### config.mk
export PLATFORM = sky130hd
export DESIGN_NAME = acknowledge_control_8259a
export DESIGN_NICKNAME = d
export VERILOG_FILES = /design/src/rtl/interrupt_pkg_8259a.sv /design/src/rtl/in_service_resolver_8259a.sv /design/src/rtl/acknowledge_control_8259a.sv
export SDC_FILE = /design/constraint.sdc
export NUM_CORES = 1
export LEC_CHECK = 0
export ABC_CLOCK_PERIOD_IN_PS = 3900
export BUFFER_PORTS_ARGS = -buffer_cell sky130_fd_sc_hd__buf_2
export CORE_ASPECT_RATIO = 0.75
export CORE_MARGIN = 4
export CORE_UTILIZATION = 30
export DETAILED_ROUTE_END_ITERATION = 7
export PLACE_DENSITY_LB_ADDON = 0.2
export SYNTH_ARGS = -nofsm -noshare
export SYNTH_HDL_FRONTEND = slang
export SYNTH_HIERARCHICAL = 1
export SYNTH_SLANG_ARGS = --single-unit
export TNS_END_PERCENT = 5
### constraint.sdc
create_clock -name clock -period 3.9 [get_ports clock]
set_input_delay 0.585 -clock clock [delete_from_list [all_inputs] [get_ports clock]]
set_output_delay 0.585 -clock clock [all_outputs]
set_load 0.05 [all_outputs]
### src/rtl/interrupt_pkg_8259a.sv
// Shared types and helpers for the 8259A acknowledge path: FSM states,
// level/one-hot conversion and 8-bit circular rotates.
package interrupt_pkg_8259a;

  typedef enum logic [1:0] {
    IDLE = 2'd0,
    ACK1 = 2'd1,
    ACK2 = 2'd2
  } ack_state_t;

  function automatic logic [7:0] level_to_onehot(input logic [2:0] level);
    return 8'b0000_0001 << level;
  endfunction

  // Highest set bit wins; inputs are expected to be one-hot anyway.
  function automatic logic [2:0] onehot_to_level(input logic [7:0] onehot);
    logic [2:0] level;
    level = 3'd0;
    for (int i = 0; i < 8; i++) begin
      if (onehot[i]) level = 3'(i);
    end
    return level;
  endfunction

  function automatic logic [7:0] rotate_left(input logic [7:0] data, input logic [2:0] amount);
    logic [15:0] doubled;
    doubled = {data, data} << amount;
    return doubled[15:8];
  endfunction

  function automatic logic [7:0] rotate_right(input logic [7:0] data, input logic [2:0] amount);
    logic [15:0] doubled;
    doubled = {data, data} >> amount;
    return doubled[7:0];
  endfunction

endpackage

### src/rtl/in_service_resolver_8259a.sv
// Picks the highest-priority in-service level under the current rotation.
// Purely combinational, no handshake.
module in_service_resolver_8259a
  import interrupt_pkg_8259a::*;
(
  input  logic [7:0] in_service_register,
  input  logic [2:0] priority_rotate,
  output logic [7:0] highest_level_in_service
);

  logic [2:0] start_level;
  logic [7:0] rotated;
  logic [7:0] lowest_bit;

  // Rotate so the level just above the lowest-priority one lands in bit 0,
  // isolate the lowest set bit, then rotate back.
  assign start_level = priority_rotate + 3'd1;
  assign rotated     = rotate_right(in_service_register, start_level);
  assign lowest_bit  = rotated & (~rotated + 8'd1);

  assign highest_level_in_service = rotate_left(lowest_bit, start_level);

endmodule

### src/rtl/acknowledge_control_8259a.sv
// 8259A INTA sequencing: raises INT, sets ISR on pulse 1, drives the vector on pulse 2, handles EOI.
// Latency: INT and clear pulse register one cycle after the qualifying input; bus follows INTA by one cycle.
// No backpressure; SPURIOUS_IRQ7_EN turns an empty first INTA into a level-7 vector cycle.
module acknowledge_control_8259a
  import interrupt_pkg_8259a::*;
#(
  parameter logic AUTO_ROTATE_DEFAULT = 1'b0
) (
  input  logic       clock,
  input  logic       reset,
  input  logic [7:0] interrupt,
  input  logic [4:0] interrupt_vector_base,
  input  logic       auto_eoi_config,
  input  logic       auto_rotate_load,
  input  logic       auto_rotate_value,
  input  logic       end_of_interrupt,
  input  logic       specific_eoi,
  input  logic [2:0] eoi_level,
  input  logic       interrupt_acknowledge_n,
  output logic       interrupt_to_cpu,
  output logic [7:0] clear_interrupt_request,
  output logic [7:0] in_service_register,
  output logic [7:0] highest_level_in_service,
  output logic [2:0] priority_rotate,
  output logic [7:0] data_bus_out,
  output logic       out_control_data_bus
);

  ack_state_t state_q, state_nxt;
  logic       inta_n_q;
  logic       inta_fall, inta_rise;
  logic       auto_rotate_q;
  logic [2:0] level_q, level_nxt;
  logic [7:0] isr_nxt;
  logic [2:0] rotate_nxt;
  logic [7:0] clr_nxt;
  logic       int_nxt;
  logic       drive_nxt;
  logic [2:0] request_level;
  logic [7:0] request_onehot;
`ifdef SPURIOUS_IRQ7_EN
  logic       spurious_q, spurious_nxt;
`endif

  assign inta_fall      = inta_n_q & ~interrupt_acknowledge_n;
  assign inta_rise      = ~inta_n_q & interrupt_acknowledge_n;
  assign request_level  = onehot_to_level(interrupt);
  assign request_onehot = level_to_onehot(request_level);

  in_service_resolver_8259a u_resolver (
    .in_service_register     (in_service_register),
    .priority_rotate         (priority_rotate),
    .highest_level_in_service(highest_level_in_service)
  );

  always_comb begin
    state_nxt  = state_q;
    level_nxt  = level_q;
    isr_nxt    = in_service_register;
    rotate_nxt = priority_rotate;
    clr_nxt    = 8'h00;
    int_nxt    = interrupt_to_cpu;
    drive_nxt  = 1'b0;
`ifdef SPURIOUS_IRQ7_EN
    spurious_nxt = spurious_q;
`endif

    // EOI clears are applied first so a same-cycle ACK1 set overrides them.
    if (specific_eoi) begin
      if (in_service_register[eoi_level]) begin
        isr_nxt[eoi_level] = 1'b0;
        if (auto_rotate_q) rotate_nxt = eoi_level;
      end
    end else if (end_of_interrupt && (highest_level_in_service != 8'h00)) begin
      isr_nxt = isr_nxt & ~highest_level_in_service;
      if (auto_rotate_q) rotate_nxt = onehot_to_level(highest_level_in_service);
    end

    case (state_q)
      IDLE: begin
        int_nxt = (interrupt != 8'h00);
        if (inta_fall) begin
          int_nxt = 1'b0;
          if (interrupt != 8'h00) begin
            level_nxt = request_level;
            isr_nxt   = isr_nxt | request_onehot;
            clr_nxt   = request_onehot;
            state_nxt = ACK1;
`ifdef SPURIOUS_IRQ7_EN
            spurious_nxt = 1'b0;
          end else begin
            level_nxt    = 3'd7;
            spurious_nxt = 1'b1;
            state_nxt    = ACK1;
`endif
          end
        end
      end
      ACK1: begin
        int_nxt = 1'b0;
        if (inta_rise) state_nxt = ACK2;
      end
      ACK2: begin
        int_nxt   = 1'b0;
        drive_nxt = ~interrupt_acknowledge_n;
        if (inta_rise) begin
          state_nxt = IDLE;
`ifdef SPURIOUS_IRQ7_EN
          if (auto_eoi_config && !spurious_q) begin
`else
          if (auto_eoi_config) begin
`endif
            isr_nxt[level_q] = 1'b0;
            if (auto_rotate_q) rotate_nxt = level_q;
          end
        end
      end
      default: state_nxt = IDLE;
    endcase
  end

  always_ff @(posedge clock) begin
    if (reset) begin
      state_q                 <= IDLE;
      inta_n_q                <= 1'b1;
      auto_rotate_q           <= AUTO_ROTATE_DEFAULT;
      level_q                 <= 3'd0;
      in_service_register     <= 8'h00;
      priority_rotate         <= 3'b111;
      clear_interrupt_request <= 8'h00;
      interrupt_to_cpu        <= 1'b0;
      data_bus_out            <= 8'h00;
      out_control_data_bus    <= 1'b0;
`ifdef SPURIOUS_IRQ7_EN
      spurious_q              <= 1'b0;
`endif
    end else begin
      state_q                 <= state_nxt;
      inta_n_q                <= interrupt_acknowledge_n;
      level_q                 <= level_nxt;
      in_service_register     <= isr_nxt;
      priority_rotate         <= rotate_nxt;
      clear_interrupt_request <= clr_nxt;
      interrupt_to_cpu        <= int_nxt;
      out_control_data_bus    <= drive_nxt;
      data_bus_out            <= drive_nxt ? {interrupt_vector_base, level_q} : 8'h00;
      if (auto_rotate_load) auto_rotate_q <= auto_rotate_value;
`ifdef SPURIOUS_IRQ7_EN
      spurious_q              <= spurious_nxt;
`endif
    end
  end

endmodule
* Yosys cells after proc, flatten, opt, wreduce, memory -nomap -nowiden
Index checks and enable logic that the tools add are counted.
** Word-level totals
- Register bits :: 36
- Output and inout port bits :: 37
- Logic and storage cells :: 99
- Bits in latches :: 0
- Memories :: 0
- Input bits :: 24
- RAM bits :: 0
- ROM bits :: 0
** Operators by class
- Mux-type cells :: 45
- Divide/modulo/power cells :: 0
- Equal/unequal tests :: 6
- Magnitude comparators :: 4
- Bitwise gates (word level) :: 17
- $mul :: 0
- Shift operators :: 3
- Reductions and logical operators :: 12
- Add/subtract/negate cells :: 2
** Operators by type and width (number)
- $mux W3 :: 21
- $mux W8 :: 7
- $and A8 B8 Y8 :: 4
- $not A8 Y8 :: 4
- $pmux W8 S2 :: 1
- $reduce_bool A8 Y1 :: 2
- $shl A16 B3 Y16 :: 1
- $shr A16 B3 Y8 :: 1
- $add A8 B1 Y8 const B :: 1
- $lt A3 B4 Y1 const B :: 2
- $mux W2 :: 4
- $ne A2 B2 Y1 const B :: 4
- $or A8 B8 Y8 :: 1
- $shl A1 B3 Y8 const A :: 1
- $mux W1 :: 7
- $demux W1 S3 :: 2
- $ge A3 B1 Y1 const B :: 2
- $not A1 Y1 :: 6
- $pmux W2 S3 :: 1
- $reduce_and A4 Y1 :: 1
- $reduce_or A2 Y1 :: 2
- $reduce_or A4 Y1 :: 1
- $add A3 B1 Y3 const B :: 1
- $bmux W1 S3 :: 1
- other kinds (8) :: 11

* Depth between registers and ports, before layout
Gate-level depths: netlist (run 1).
- Depth in word-level cells :: 20
- Gate-level depth with buffers :: 15
- Gate-level depth less buffers :: 12

* Modules after synthesis
The synthesis (run 1) kept the hierarchy.
** By module, submodules not included
- acknowledge_control_8259a :: sequential area each 720.7 µm², area each 1834.3 µm², times used 1, cells each 212
- in_service_resolver_8259a :: sequential area each 0.0 µm², area each 822.0 µm², times used 1, cells each 105

* Worst setup path after synthesis (run 1)
OpenSTA, ideal clock, no wires.
- Path type :: flip-flop to flip-flop
- Start point :: register priority_rotate[0]
- End point :: register priority_rotate[1]
- Required time :: 3.775 ns
- Arrival :: 4.840 ns
- Library setup time :: 0.125 ns
- Clock period less this slack :: 4.965 ns
- Path buffers :: 1
- Cell stages (with the launch flop) :: 13
- Path slack :: -1.065 ns
- Cells stage by stage :: dfxtp_1 ha_1 buf_6 mux2_4 a21oi_2 a32o_1 a31oi_1 o41ai_1 nor4_1 a21oi_1 mux2i_1 o2bb2ai_1 a211oi_2
** On the way
- Word-level cells in the longest chain between the ends :: 19
- Elaborated cells on any way between the ends :: 21
- Classes of those cells :: 2 x add/sub; 2 x shift; 13 x mux; 2 x bitwise; 2 x reduce/logical
** Ends and longest elaborated chain
- start: declaration :: line acknowledge_control_8259a.sv:24 : output logic [2:0] priority_rotate,
- start signal: assignment :: line acknowledge_control_8259a.sv:142 : priority_rotate <= rotate_nxt;
- $add A3 B1 Y3 (*) :: line in_service_resolver_8259a.sv:17 : assign start_level = priority_rotate + 3'd1;
- $shr A16 B3 Y8 :: line interrupt_pkg_8259a.sv:33 : doubled = {data, data} >> amount;
- $not A8 Y8 :: line in_service_resolver_8259a.sv:19 : assign lowest_bit = rotated & (~rotated + 8'd1);
- $add A8 B1 Y8 :: line in_service_resolver_8259a.sv:19
- $and A8 B8 Y8 :: line in_service_resolver_8259a.sv:19
- $shl A16 B3 Y16 (*) :: line interrupt_pkg_8259a.sv:27 : doubled = {data, data} << amount;
- net highest_level_in_service[2] :: line acknowledge_control_8259a.sv:23 : output logic [7:0] highest_level_in_service,
- $mux W3 (6 in a row) :: line interrupt_pkg_8259a.sv:20 : if (onehot[i]) level = 3'(i);
- $mux W3 :: line acknowledge_control_8259a.sv:76 : if (auto_rotate_q) rotate_nxt = onehot_to_level(highest_level_in_service);
- $mux W3 (*) :: line acknowledge_control_8259a.sv:74 : end else if (end_of_interrupt && (highest_level_in_service != 8'h00)) begin
- $mux W3 (*) :: line acknowledge_control_8259a.sv:69 : if (specific_eoi) begin
- $mux W3 :: line acknowledge_control_8259a.sv:114 : if (auto_rotate_q) rotate_nxt = level_q;
- $mux W3 :: line acknowledge_control_8259a.sv:111 : if (auto_eoi_config) begin
- $mux W3 :: line acknowledge_control_8259a.sv:106 : if (inta_rise) begin
- $mux W3 (*) :: line acknowledge_control_8259a.sv:79 : case (state_q)
The timed path passes the listed nets; every way through them passes the cells marked *.
A chain may end at the register's enable or synchronous reset.

* Final worst setup path (run 1)
- Start point :: register priority_rotate[1]
- End point :: output port highest_level_in_service[2]
** On the way
- Word-level cells in the longest chain between the ends :: 6
** Ends and longest elaborated chain (line)
- $add A3 B1 Y3 (*) :: in_service_resolver_8259a.sv:17
- $shr A16 B3 Y8 :: interrupt_pkg_8259a.sv:33
- $not A8 Y8 :: in_service_resolver_8259a.sv:19
- $add A8 B1 Y8 :: in_service_resolver_8259a.sv:19
- $and A8 B8 Y8 :: in_service_resolver_8259a.sv:19
- $shl A16 B3 Y16 (*) :: interrupt_pkg_8259a.sv:27
- end: declaration :: acknowledge_control_8259a.sv:23
Mark *: on every way between the ends. The rest lies on a longest branch, timed or not.

==> results.py, run 1 <==
metrics = {
    "synth": {
        "yosys_warnings": 6,
        "yosysTopAreaCellShare": 0.2713,
        "synthArstFlopShare": 0,
        "syn_inst": 317,
        "synth_area_leaders": "dfxtp_1, nor2_1, a21oi_1",
        "ys_types": 70,
        "synth_area_sq_um": 2656,
        "yosysSeqAreaShare": 0.2713,
        "synthFlopType": "dfxtp_1",
        "postSynthAreaPerCell_sq_um": 8.379,
        "yosys.area.top_type": "dfxtp_1",
        "ys_ff_latch": 36,
        "syn_nets": 347,
        "synth_edf_count": 0,
    },
    "floorplan": {
        "initial_utilization": 0.3115,
        "dieArea_sq_um": 10440,
        "die_y_um": 89.49,
        "die_w_um": 116.7,
        "coreArea_sq_um": 8527,
        "rows": 29,
        "io_pins": 61,
    },
    "sta": {
        "relSlewSlack": 0.6193,
        "layout_min_cycle_time_ps": 3770,
        "tightest_slew_ps": 569.9,
        "final-hold-violation-count": 0,
        "rsz0062_at_grt": "no",
        "timing.fmax_ghz": 0.2652,
        "slew_violations": 0,
        "fin_crit_sh": 0.9667,
        "fin_skew_ps": 4.998,
        "fin_setup_tns_ps": 0,
        "setup_viol": 0,
    },
    "hold_path": {
        "worstHoldStart": "interrupt_to_cpu$_SDFFE_PP0P_",
        "hp-class": "reg -> reg",
        "hold_depth": 2,
        "holdPathEnd": "interrupt_to_cpu$_SDFFE_PP0P_",
    },
    "clock_tree": {
        "post-cts-setup-buffer-count": 0,
        "clock-sinks": 36,
        "cts_resized": 2,
        "cts_buffers": 5,
        "clk_pin_slew_ps": 60,
        "worstSkewPairLatency_ps": 280,
        "holdBufCountCts": 0,
        "htree_levels": 2,
        "clockBufferDepth": 2,
        "cts_tree": "done",
        "clockRootBuffer": "clkbuf_16",
    },
    "pwr": {
        "leakage_nw": 1.356,
        "power_mw": 1.284,
        "power.density_nw_per_um2": 391.7,
        "peakVddDrop_uv": 204.7,
    },
    "final_layout": {
        "drive_gt1_frac": 0.3166,
        "antenna_cells": 0,
        "nets": 408,
        "area_growth_pct": 23.46,
    },
    "global_routing": {
        "grt_use_met3": 0.04195,
        "use_met1": 0.2502,
        "antenna_found_initial": 0,
        "met2_usage": 0.2300,
        "grt_max_degree": 21,
        "grt_pass1_vias": 2624,
        "grt_busiest_layer": "met1",
        "grt_overflow": 0,
        "grt_pass1_wl_mm": 13.68,
        "track_usage": 0.1652,
    },
    "placement": {
        "io_buffer_count": 60,
        "gp_congestion": 0.9155,
        "hpwlAfterDp_mm": 6.317,
    },
    "detailed_routing": {
        "finalWirelength_mm": 8.363,
        "drt-pass1-iter-count": 4,
        "drt-wirelength-per-cell_um": 17.17,
        "viasPerCell": 5.532,
        "dr.first_iter.drc_count": 136,
        "drc": 0,
        "via_count": 2694,
        "final_antenna_net_count": 0,
    },
    "worst_setup_path": {
        "rr_startpoint": "priority_rotate[1]$_SDFF_PP1_",
        "worstPathArrival_ps": 3190,
        "r2r_setup_slack_ps": 330,
        "end_kind": "primary output",
        "reg2regPathDepth": 12,
        "crit_type": "reg -> out",
        "r2r_end": "priority_rotate[1]$_SDFF_PP1_",
        "cp.required_ps": 3310,
        "critPathMaxFanout": 12,
        "critPathLaunchType": "register",
    },
    "flow_run": {
        "drv_cap": 0,
    },
    "status": {
        "status": "finished clean",
    },
}
==> critical path, stage by stage, from the launching register on <==
cell	delay (ps)
dfxtp_2	350
ha_4	360
mux2_2	400
a211oi_2	270
a32oi_2	140
or4b_4	590
a221o_1	380
o41ai_2	100
buf_4	290
==> logic make-up (layout without fill, tap and decap cells) <==
family          count (synthesis)  count (layout)  share of synthesized area
simple gates                  142             142                     0.2953
compound gates                 83              83                     0.2365
flops                          36              36                     0.2713
buf+inv                        27              89                    0.06453
mux                            20              20                    0.09420
fa+ha+maj                       6               6                    0.02826
xor+xnor                        3               3                   0.009893
==> registers in the layout, indices dropped and copies added (netlist names) <==
| name | count |
|---|---|
| interrupt_to_cpu | 1 |
| out_control_data_bus | 1 |
| data_bus_out | 8 |
| priority_rotate | 3 |
| state_q | 2 |
| level_q | 3 |
| inta_n_q | 1 |
| clear_interrupt_request | 8 |
| in_service_register | 8 |
| auto_rotate_q | 1 |
==> through the flow <==
stage          hold slack (ps)  setup slack (ps)    util  instances  cell area (sq um)
2_1_floorplan            493.9             23.02       -        317               2718
3_3_place_gp             479.8             240.3  0.3629        479               3094
3_5_place_dp             478.3             163.3  0.3629        479               3094
4_1_cts                  491.1             29.32  0.3827        487               3263
5_1_grt                  501.0             12.75  0.3846        487               3279
6_report                 481.7             129.9  0.3846        487               3279
==> synthesized netlist by cell type (all sizes together), types with 4 or more instances <==
cell / instances
nor4: 9
nand2: 28
a221oi: 4
nand3b: 5
ha: 6
mux2i: 7
nand3: 10
inv: 12
o2111ai: 5
a31oi: 11
a21oi: 24
buf: 4
o21ai: 6
clkbuf: 11
a211oi: 5
and2: 12
or3: 4
nand2b: 7
nor2: 33
mux2: 11
dfxtp: 36
nor3: 12
==> final cells by class <==
class,count,area (sq um)
repair buffers,69,370.4
well taps,108,135.1
clock inverters,2,35.03
fillers,870,5248
multi-input cells,254,1842
flip-flops and latches,36,723.2
clock buffers,6,128.9
inverters,12,45.04
==> power by group <==
group / internal (mW) / total [mW] / switching (mW)
Clock: 0.301 / 0.453 / 0.153
Combinational: 0.149 / 0.426 / 0.277
Sequential: 0.382 / 0.405 / 0.0230
==> worst max-delay path by stage <==
stage          depth (start not counted)                            end                           from  slack (ps)
2_1_floorplan                         13  priority_rotate[1]$_SDFF_PP1_  priority_rotate[0]$_SDFF_PP1_          20
3_3_place_gp                          12  priority_rotate[1]$_SDFF_PP1_  priority_rotate[1]$_SDFF_PP1_         240
3_5_place_dp                          12  priority_rotate[1]$_SDFF_PP1_  priority_rotate[1]$_SDFF_PP1_         160
4_1_cts                                8    highest_level_in_service[2]  priority_rotate[1]$_SDFF_PP1_          30
5_1_grt                                8    highest_level_in_service[2]  priority_rotate[1]$_SDFF_PP1_          10
6_report                               8    highest_level_in_service[2]  priority_rotate[1]$_SDFF_PP1_         130
==> layout by cell type (no fill, tap or decap), drive strengths merged, types with 6 or more instances in the layout <==
cell type | Yosys | final
inv | 12 | 12
clkbuf | 11 | 6
nor2 | 33 | 33
dfxtp | 36 | 36
o21ai | 6 | 6
ha | 6 | 6
and2 | 12 | 12
nand3 | 10 | 10
mux2 | 11 | 11
nand2 | 28 | 28
mux2i | 7 | 7
buf | 4 | 69
a21oi | 24 | 24
nor4 | 9 | 9
a31oi | 11 | 11
nand2b | 7 | 7
nor3 | 12 | 12
==> metal layers <==
layer / routed length, um / share of wire
met1: 4217 / 0.50
met2: 3509 / 0.42
met3: 560 / 0.067
met4: 76 / 0.0091
met5: 0 / 0
(Power assumes the default switching activity.)
==> run 2: changes to the inputs <==
--- a/config.mk
+++ b/config.mk
@@ -5,6 +5,7 @@
 export SDC_FILE = /design/constraint.sdc
 export NUM_CORES = 1
 export LEC_CHECK = 0
+export ABC_AREA = 1
 export ABC_CLOCK_PERIOD_IN_PS = 3900
 export BUFFER_PORTS_ARGS = -buffer_cell sky130_fd_sc_hd__buf_2
 export CORE_ASPECT_RATIO = 0.75
==> results.py, run 2 <==
metrics = {
    "sta": {
        "tightest_slew_ps": 780.1,
        "rsz0062_at_grt": "no",
        "final-hold-violation-count": 0,
        "timing.fmax_ghz": 0.2830,
        "setup_viol": 0,
        "slew_violations": 0,
        "fin_hold_ws_ps": 507.3,
        "relSlewSlack": 0.4795,
        "fin_crit_sh": 0.9059,
        "fin_skew_ps": 4.574,
        "layout_min_cycle_time_ps": 3533,
        "fin_setup_tns_ps": 0,
    },
    "synth": {
        "ys_ff_latch": 36,
        "ys_types": 29,
        "synth_common_cells": "nand2_1, nand3_1, inv_1, nor2_1, dfxtp_1",
        "synthArstFlopShare": 0,
        "yosysSeqAreaShare": 0.2700,
        "yosys.area.top_type": "dfxtp_1",
        "synthFlopType": "dfxtp_1",
        "syn_inst": 454,
        "yosysTopAreaCellShare": 0.2700,
        "synth_area_leaders": "dfxtp_1, nand2_1, nand3_1",
        "yosys_warnings": 6,
        "synth_most_common_cell": "nand2_1",
        "synth_area_sq_um": 2669,
        "syn_nets": 484,
        "postSynthAreaPerCell_sq_um": 5.878,
        "synth_edf_count": 0,
    },
    "floorplan": {
        "io_pins": 61,
        "coreArea_sq_um": 8563,
        "die_w_um": 116.9,
        "initial_utilization": 0.3117,
        "dieArea_sq_um": 10480,
        "die_y_um": 89.68,
        "rows": 29,
    },
    "pwr": {
        "peakVddDrop_uv": 213.1,
        "p_sw_frac": 0.4976,
        "power_mw": 1.837,
        "p_sw_mw": 0.9144,
        "leakage_nw": 1.657,
        "p_seq_frac": 0.237,
        "p_clk_frac": 0.220,
        "internal_power_mw": 0.9231,
        "combPwrFrac": 0.543,
        "power.density_nw_per_um2": 576.6,
    },
    "final_layout": {
        "fillCellCount": 956,
        "largest_registers": "clear_interrupt_request (8), data_bus_out (8), in_service_register (8)",
        "drive_gt1_frac": 0.1871,
        "final_cell_mix": "nand2_1, nand3_1, buf_2, inv_1, nor2_1",
        "final_common_cell": "nand2_1",
        "area_growth_pct": 19.41,
        "postLayoutCoreUtil": 0.3722,
        "final_cells": 621,
        "nets": 542,
        "antenna_cells": 0,
    },
    "global_routing": {
        "grt_pass1_vias": 2755,
        "grt_max_degree": 20,
        "grt_pass1_wl_mm": 13.43,
        "antenna_found_initial": 0,
        "grt_overflow": 0,
        "track_usage": 0.1619,
    },
    "worst_setup_path": {
        "critPathLaunchType": "register",
        "cp.required_ps": 3310,
        "worstPathArrival_ps": 2950,
        "r2r_setup_slack_ps": 520,
        "critPathMaxFanout": 18,
        "end_kind": "primary output",
        "crit_type": "reg -> out",
    },
    "clock_tree": {
        "cts_buffers": 5,
        "clockRootBuffer": "clkbuf_16",
        "clk_pin_slew_ps": 60,
        "cts_tree": "done",
        "clockBufferDepth": 2,
        "worstSkewPairLatency_ps": 280,
        "cts_resized": 0,
        "htree_levels": 2,
        "clock-sinks": 36,
        "holdBufCountCts": 0,
        "post-cts-setup-buffer-count": 0,
    },
    "placement": {
        "placed_cells": 613,
        "io_buffer_count": 60,
        "hpwlAfterDp_mm": 6.718,
        "gp_congestion": 0.9393,
    },
    "detailed_routing": {
        "dr.first_iter.drc_count": 216,
        "finalWirelength_mm": 8.236,
        "via_count": 3024,
        "viasPerCell": 4.870,
        "drt-wirelength-per-cell_um": 13.26,
        "drt-pass1-iter-count": 4,
        "final_antenna_net_count": 0,
        "drc": 0,
    },
    "flow_run": {
        "drv_cap": 0,
    },
    "status": {
        "status": "finished clean",
    },
    "hold_path": {
        "hp-class": "reg -> reg",
    },
}
## run 2: metal layers
metal | wire length [um] | global-route usage | part of all wire
met5 | 0 | 0 | 0
met2 | 3273 | 0.2359 | 0.40
met1 | 4376 | 0.2403 | 0.53
met3 | 478 | 0.03282 | 0.058
met4 | 107 | 0.04583 | 0.013
## run 2: cell type report
| class | instances | area, sq um | share of cell area |
|---|---|---|---|
| sequential | 36 | 720.7 | 0.2261 |
| tap | 108 | 135.1 | 0.04240 |
| inverter | 62 | 232.7 | 0.07303 |
| timing repair buffer | 61 | 307.8 | 0.09658 |
| clock inverter | 1 | 7.507 | 0.002356 |
| multi-input combinational | 346 | 1640 | 0.5147 |
| clock buffer | 7 | 142.6 | 0.04476 |
## run 2: worst paths after layout
kind / start / endpoint / cells after the start
setup / recovery: priority_rotate[1]$_SDFF_PP1_ / highest_level_in_service[6] / 9
hold / removal: level_q[0]$_SDFFE_PP0P_ / priority_rotate[0]$_SDFF_PP1_ / 2
setup reg to reg: priority_rotate[1]$_SDFF_PP1_ / in_service_register[2]$_SDFF_PP0_ / 17
hold reg to reg: level_q[0]$_SDFFE_PP0P_ / priority_rotate[0]$_SDFF_PP1_ / 2
## run 2: cell families (layout without fill, tap and decap cells)
logic type	after synthesis	in the layout	synth area share
simple gates	298	298	0.4955
buf+inv	72	131	0.1163
xor+xnor	2	2	0.01219
flops	36	36	0.2700
compound gates	40	40	0.07782
fa+ha+maj	6	6	0.02813
## run 2: through the flow
step | worst slack (ps) | area (sq um)
after floorplan | 436.7 | 2669
after global routing | 41.57 | 3187
after global placement | 432.1 | 3034
after detailed placement | 421.1 | 3034
final | 367.0 | 3187
after CTS | 274.8 | 3184
## run 2: worst max-delay path: stages (launching register included)
cell	delay, ps
dfxtp_1	400
ha_2	260
xor2_2	630
o21ai_0	330
nor2_1	210
nand4_1	140
nand3_1	130
nand3_1	80
nand2_1	190
buf_2	290
## run 2: power by group through the flow
stage | Combinational [mW] | Sequential, mW | Clock, mW
after global routing | 1.12 | 0.440 | 0.432
after global placement | 0.988 | 0.442 | 0
after CTS | 0.995 | 0.435 | 0.415
after floorplan | 0.734 | 0.500 | 0
final | 0.998 | 0.435 | 0.405
after detailed placement | 0.990 | 0.443 | 0
==> run 3: changes to the inputs <==
==> constraint.sdc (replaced) <==
create_clock -name clock -period 3.9 [get_ports clock]
set_input_delay 0.585 -clock clock [delete_from_list [all_inputs] [get_ports clock]]
set_output_delay 0.585 -clock clock [all_outputs]
set_load 0.1 [all_outputs]
==> results.py, run 3 (synthesis gave the netlist of run 2 again) <==
metrics = {
    "clock_tree": {
        "cts_buffers": 5,
        "clockRootBuffer": "clkbuf_16",
        "clock-sinks": 36,
        "worstSkewPairLatency_ps": 280,
        "holdBufCountCts": 0,
        "clk_pin_slew_ps": 50,
        "clockBufferDepth": 2,
        "cts_tree": "done",
        "htree_levels": 2,
    },
    "sta": {
        "tightest_slew_ps": 501.9,
        "rsz0062_at_grt": "no",
        "fin_crit_sh": 0.9298,
        "final-hold-violation-count": 0,
        "timing.fmax_ghz": 0.2758,
        "layout_min_cycle_time_ps": 3626,
        "fin_setup_tns_ps": 0,
        "fin_skew_ps": 3.845,
        "slew_violations": 0,
        "setup_viol": 0,
        "relSlewSlack": 0.6677,
    },
    "detailed_routing": {
        "via_count": 2995,
        "drt-wirelength-per-cell_um": 13.18,
        "final_antenna_net_count": 0,
        "dr.first_iter.drc_count": 287,
        "viasPerCell": 4.823,
        "finalWirelength_mm": 8.187,
        "drc": 0,
        "drt-pass1-iter-count": 5,
    },
    "final_layout": {
        "fillCellCount": 983,
        "final_cell_mix": "nand2_1, nand3_1, buf_2, inv_1, nor2_1",
        "area_growth_pct": 19.92,
        "largest_registers": "clear_interrupt_request (8), data_bus_out (8), in_service_register (8)",
        "antenna_cells": 0,
        "postLayoutCoreUtil": 0.3738,
        "final_common_cell": "nand2_1",
        "drive_gt1_frac": 0.1891,
        "nets": 543,
    },
    "pwr": {
        "peakVddDrop_uv": 224.5,
        "internal_power_mw": 0.9080,
        "p_sw_mw": 1.142,
        "power_mw": 2.050,
        "leakage_nw": 1.662,
        "p_seq_frac": 0.213,
        "combPwrFrac": 0.604,
        "p_clk_frac": 0.183,
        "power.density_nw_per_um2": 640.4,
        "p_sw_frac": 0.5570,
    },
    "global_routing": {
        "antenna_found_initial": 0,
        "track_usage": 0.1613,
        "grt_pass1_vias": 2720,
        "grt_max_degree": 20,
        "grt_pass1_wl_mm": 13.50,
        "grt_overflow": 0,
    },
    "hold_path": {
        "hp-class": "reg -> reg",
        "holdPathEnd": "priority_rotate[0]$_SDFF_PP1_",
        "worstHoldStart": "level_q[0]$_SDFFE_PP0P_",
        "hold_depth": 2,
    },
    "worst_setup_path": {
        "r2r_setup_slack_ps": 580,
        "crit_buf_inv": 2,
        "r2r_end": "in_service_register[2]$_SDFF_PP0_",
        "crit_slowest_cell": "buf_2",
        "cp_common_cell": "nand2_1",
        "reg2regPathDepth": 21,
        "critPathTopFamily": "simple AND/OR/NAND/NOR gates",
        "cp.required_ps": 3310,
        "critPathMaxFanout": 16,
        "path_cells": "ha_1 > inv_2 > nand3_1 > nand2_1 > nand2_1 > nand2_1 > nand3_1 > nor2_1 > nand2_1 > nand3_1 > nand3_1 > nand2_1 > buf_2",
        "worstPathArrival_ps": 3040,
        "critPathLaunchType": "register",
        "crit_path_max_incr_delay_ps": 450,
        "end_kind": "primary output",
        "rr_startpoint": "priority_rotate[1]$_SDFF_PP1_",
        "crit_type": "reg -> out",
    },
    "floorplan": {
        "rows": 29,
        "io_pins": 61,
        "coreArea_sq_um": 8563,
        "die_y_um": 89.68,
        "die_w_um": 116.9,
        "dieArea_sq_um": 10480,
        "initial_utilization": 0.3117,
    },
    "placement": {
        "io_buffer_count": 60,
        "hpwlAfterDp_mm": 6.752,
        "gp_congestion": 0.8518,
    },
    "status": {
        "status": "finished clean",
    },
    "flow_run": {
        "drv_cap": 0,
    },
}
==> run 3: cell count changes in the layout (fill, tap and decap cells not counted), sizes merged <==
cell | before | now
clkinv | 0 | 1
clkbuf | 7 | 6
clkinvlp | 1 | 0
buf | 61 | 62
==> run 3: layout make-up <==
cell class                      count  area (sq um)  area share
Clock buffer                        6         128.9     0.04027
Clock inverter                      1         5.005    0.001564
Inverter                           62         232.7     0.07271
Multi-Input combinational cell    346          1660      0.5188
Sequential cell                    36         723.2      0.2260
Tap cell                          108         135.1     0.04222
Timing Repair Buffer               62         315.3     0.09851
==> run 3: how the worst max path moves through the flow <==
stage,startpoint,endpoint,slack (ps),cells after the start
after floorplan,priority_rotate[2]$_SDFF_PP1_,in_service_register[6]$_SDFF_PP0_,50,18
after global placement,priority_rotate[0]$_SDFF_PP1_,highest_level_in_service[3],560,11
after detailed placement,priority_rotate[1]$_SDFF_PP1_,highest_level_in_service[2],530,11
after CTS,priority_rotate[1]$_SDFF_PP1_,highest_level_in_service[2],220,11
after global routing,priority_rotate[1]$_SDFF_PP1_,highest_level_in_service[2],30,13
final,priority_rotate[1]$_SDFF_PP1_,highest_level_in_service[2],270,13
==> run 3: worst reg2reg max path, cell delays in order (launching register included) <==
cell and delay, ps:
dfxtp_2 340, ha_1 440, inv_2 300, nand3_1 150
nand2_1 90, nand2_1 50, nand2_1 160, nand3_1 130
nor2_1 170, nand2_1 100, nand3_1 140, nand3_1 90
nand2_1 160, nor2_1 70, inv_1 50, nor2_1 40
nand2_1 70, nand2_1 90, nor2_2 250, nand2_1 120
nand3_1 150, nand2_1 70
==> run 3: power by group through the flow <==
stage | clock [mW] | combinational (mW) | sequential, mW
global placement | 0 | 1.23 | 0.442
detailed placement | 0 | 1.23 | 0.443
floorplan | 0 | 0.894 | 0.570
finish | 0.375 | 1.24 | 0.436
global route | 0.406 | 1.35 | 0.442
CTS | 0.384 | 1.23 | 0.435
==> run 3: what timing repair did <==
| action | in CTS | in global routing |
|---|---|---|
| setup buffers | 0 | 0 |
| setup endpoints to repair | 0 | 4 |
| resized for setup | 0 | 2 |
==> run 3: per-stage QoR <==
stage                     cell area [sq um]  hold WS (ps)  cells  setup WS [ps]
after floorplan                        2671         440.4    454          49.91
after CTS                              3178         485.4    621          215.4
after detailed placement               3044         471.4    614          525.6
after global routing                   3201         518.8    621          28.64
final                                  3201         481.0    621          273.7
after global placement                 3044         469.2    614          559.3
==> run 3: routing by layer <==
| layer | vias to the layer above | GRT usage | share of wire |
|---|---|---|---|
| li1 | 1577 | - | - |
| met4 | 0 | 0.02604 | 0.0038 |
| met3 | 7 | 0.04019 | 0.079 |
| met2 | 80 | 0.2303 | 0.39 |
| met1 | 1331 | 0.2465 | 0.53 |
| met5 | - | 0 | 0 |
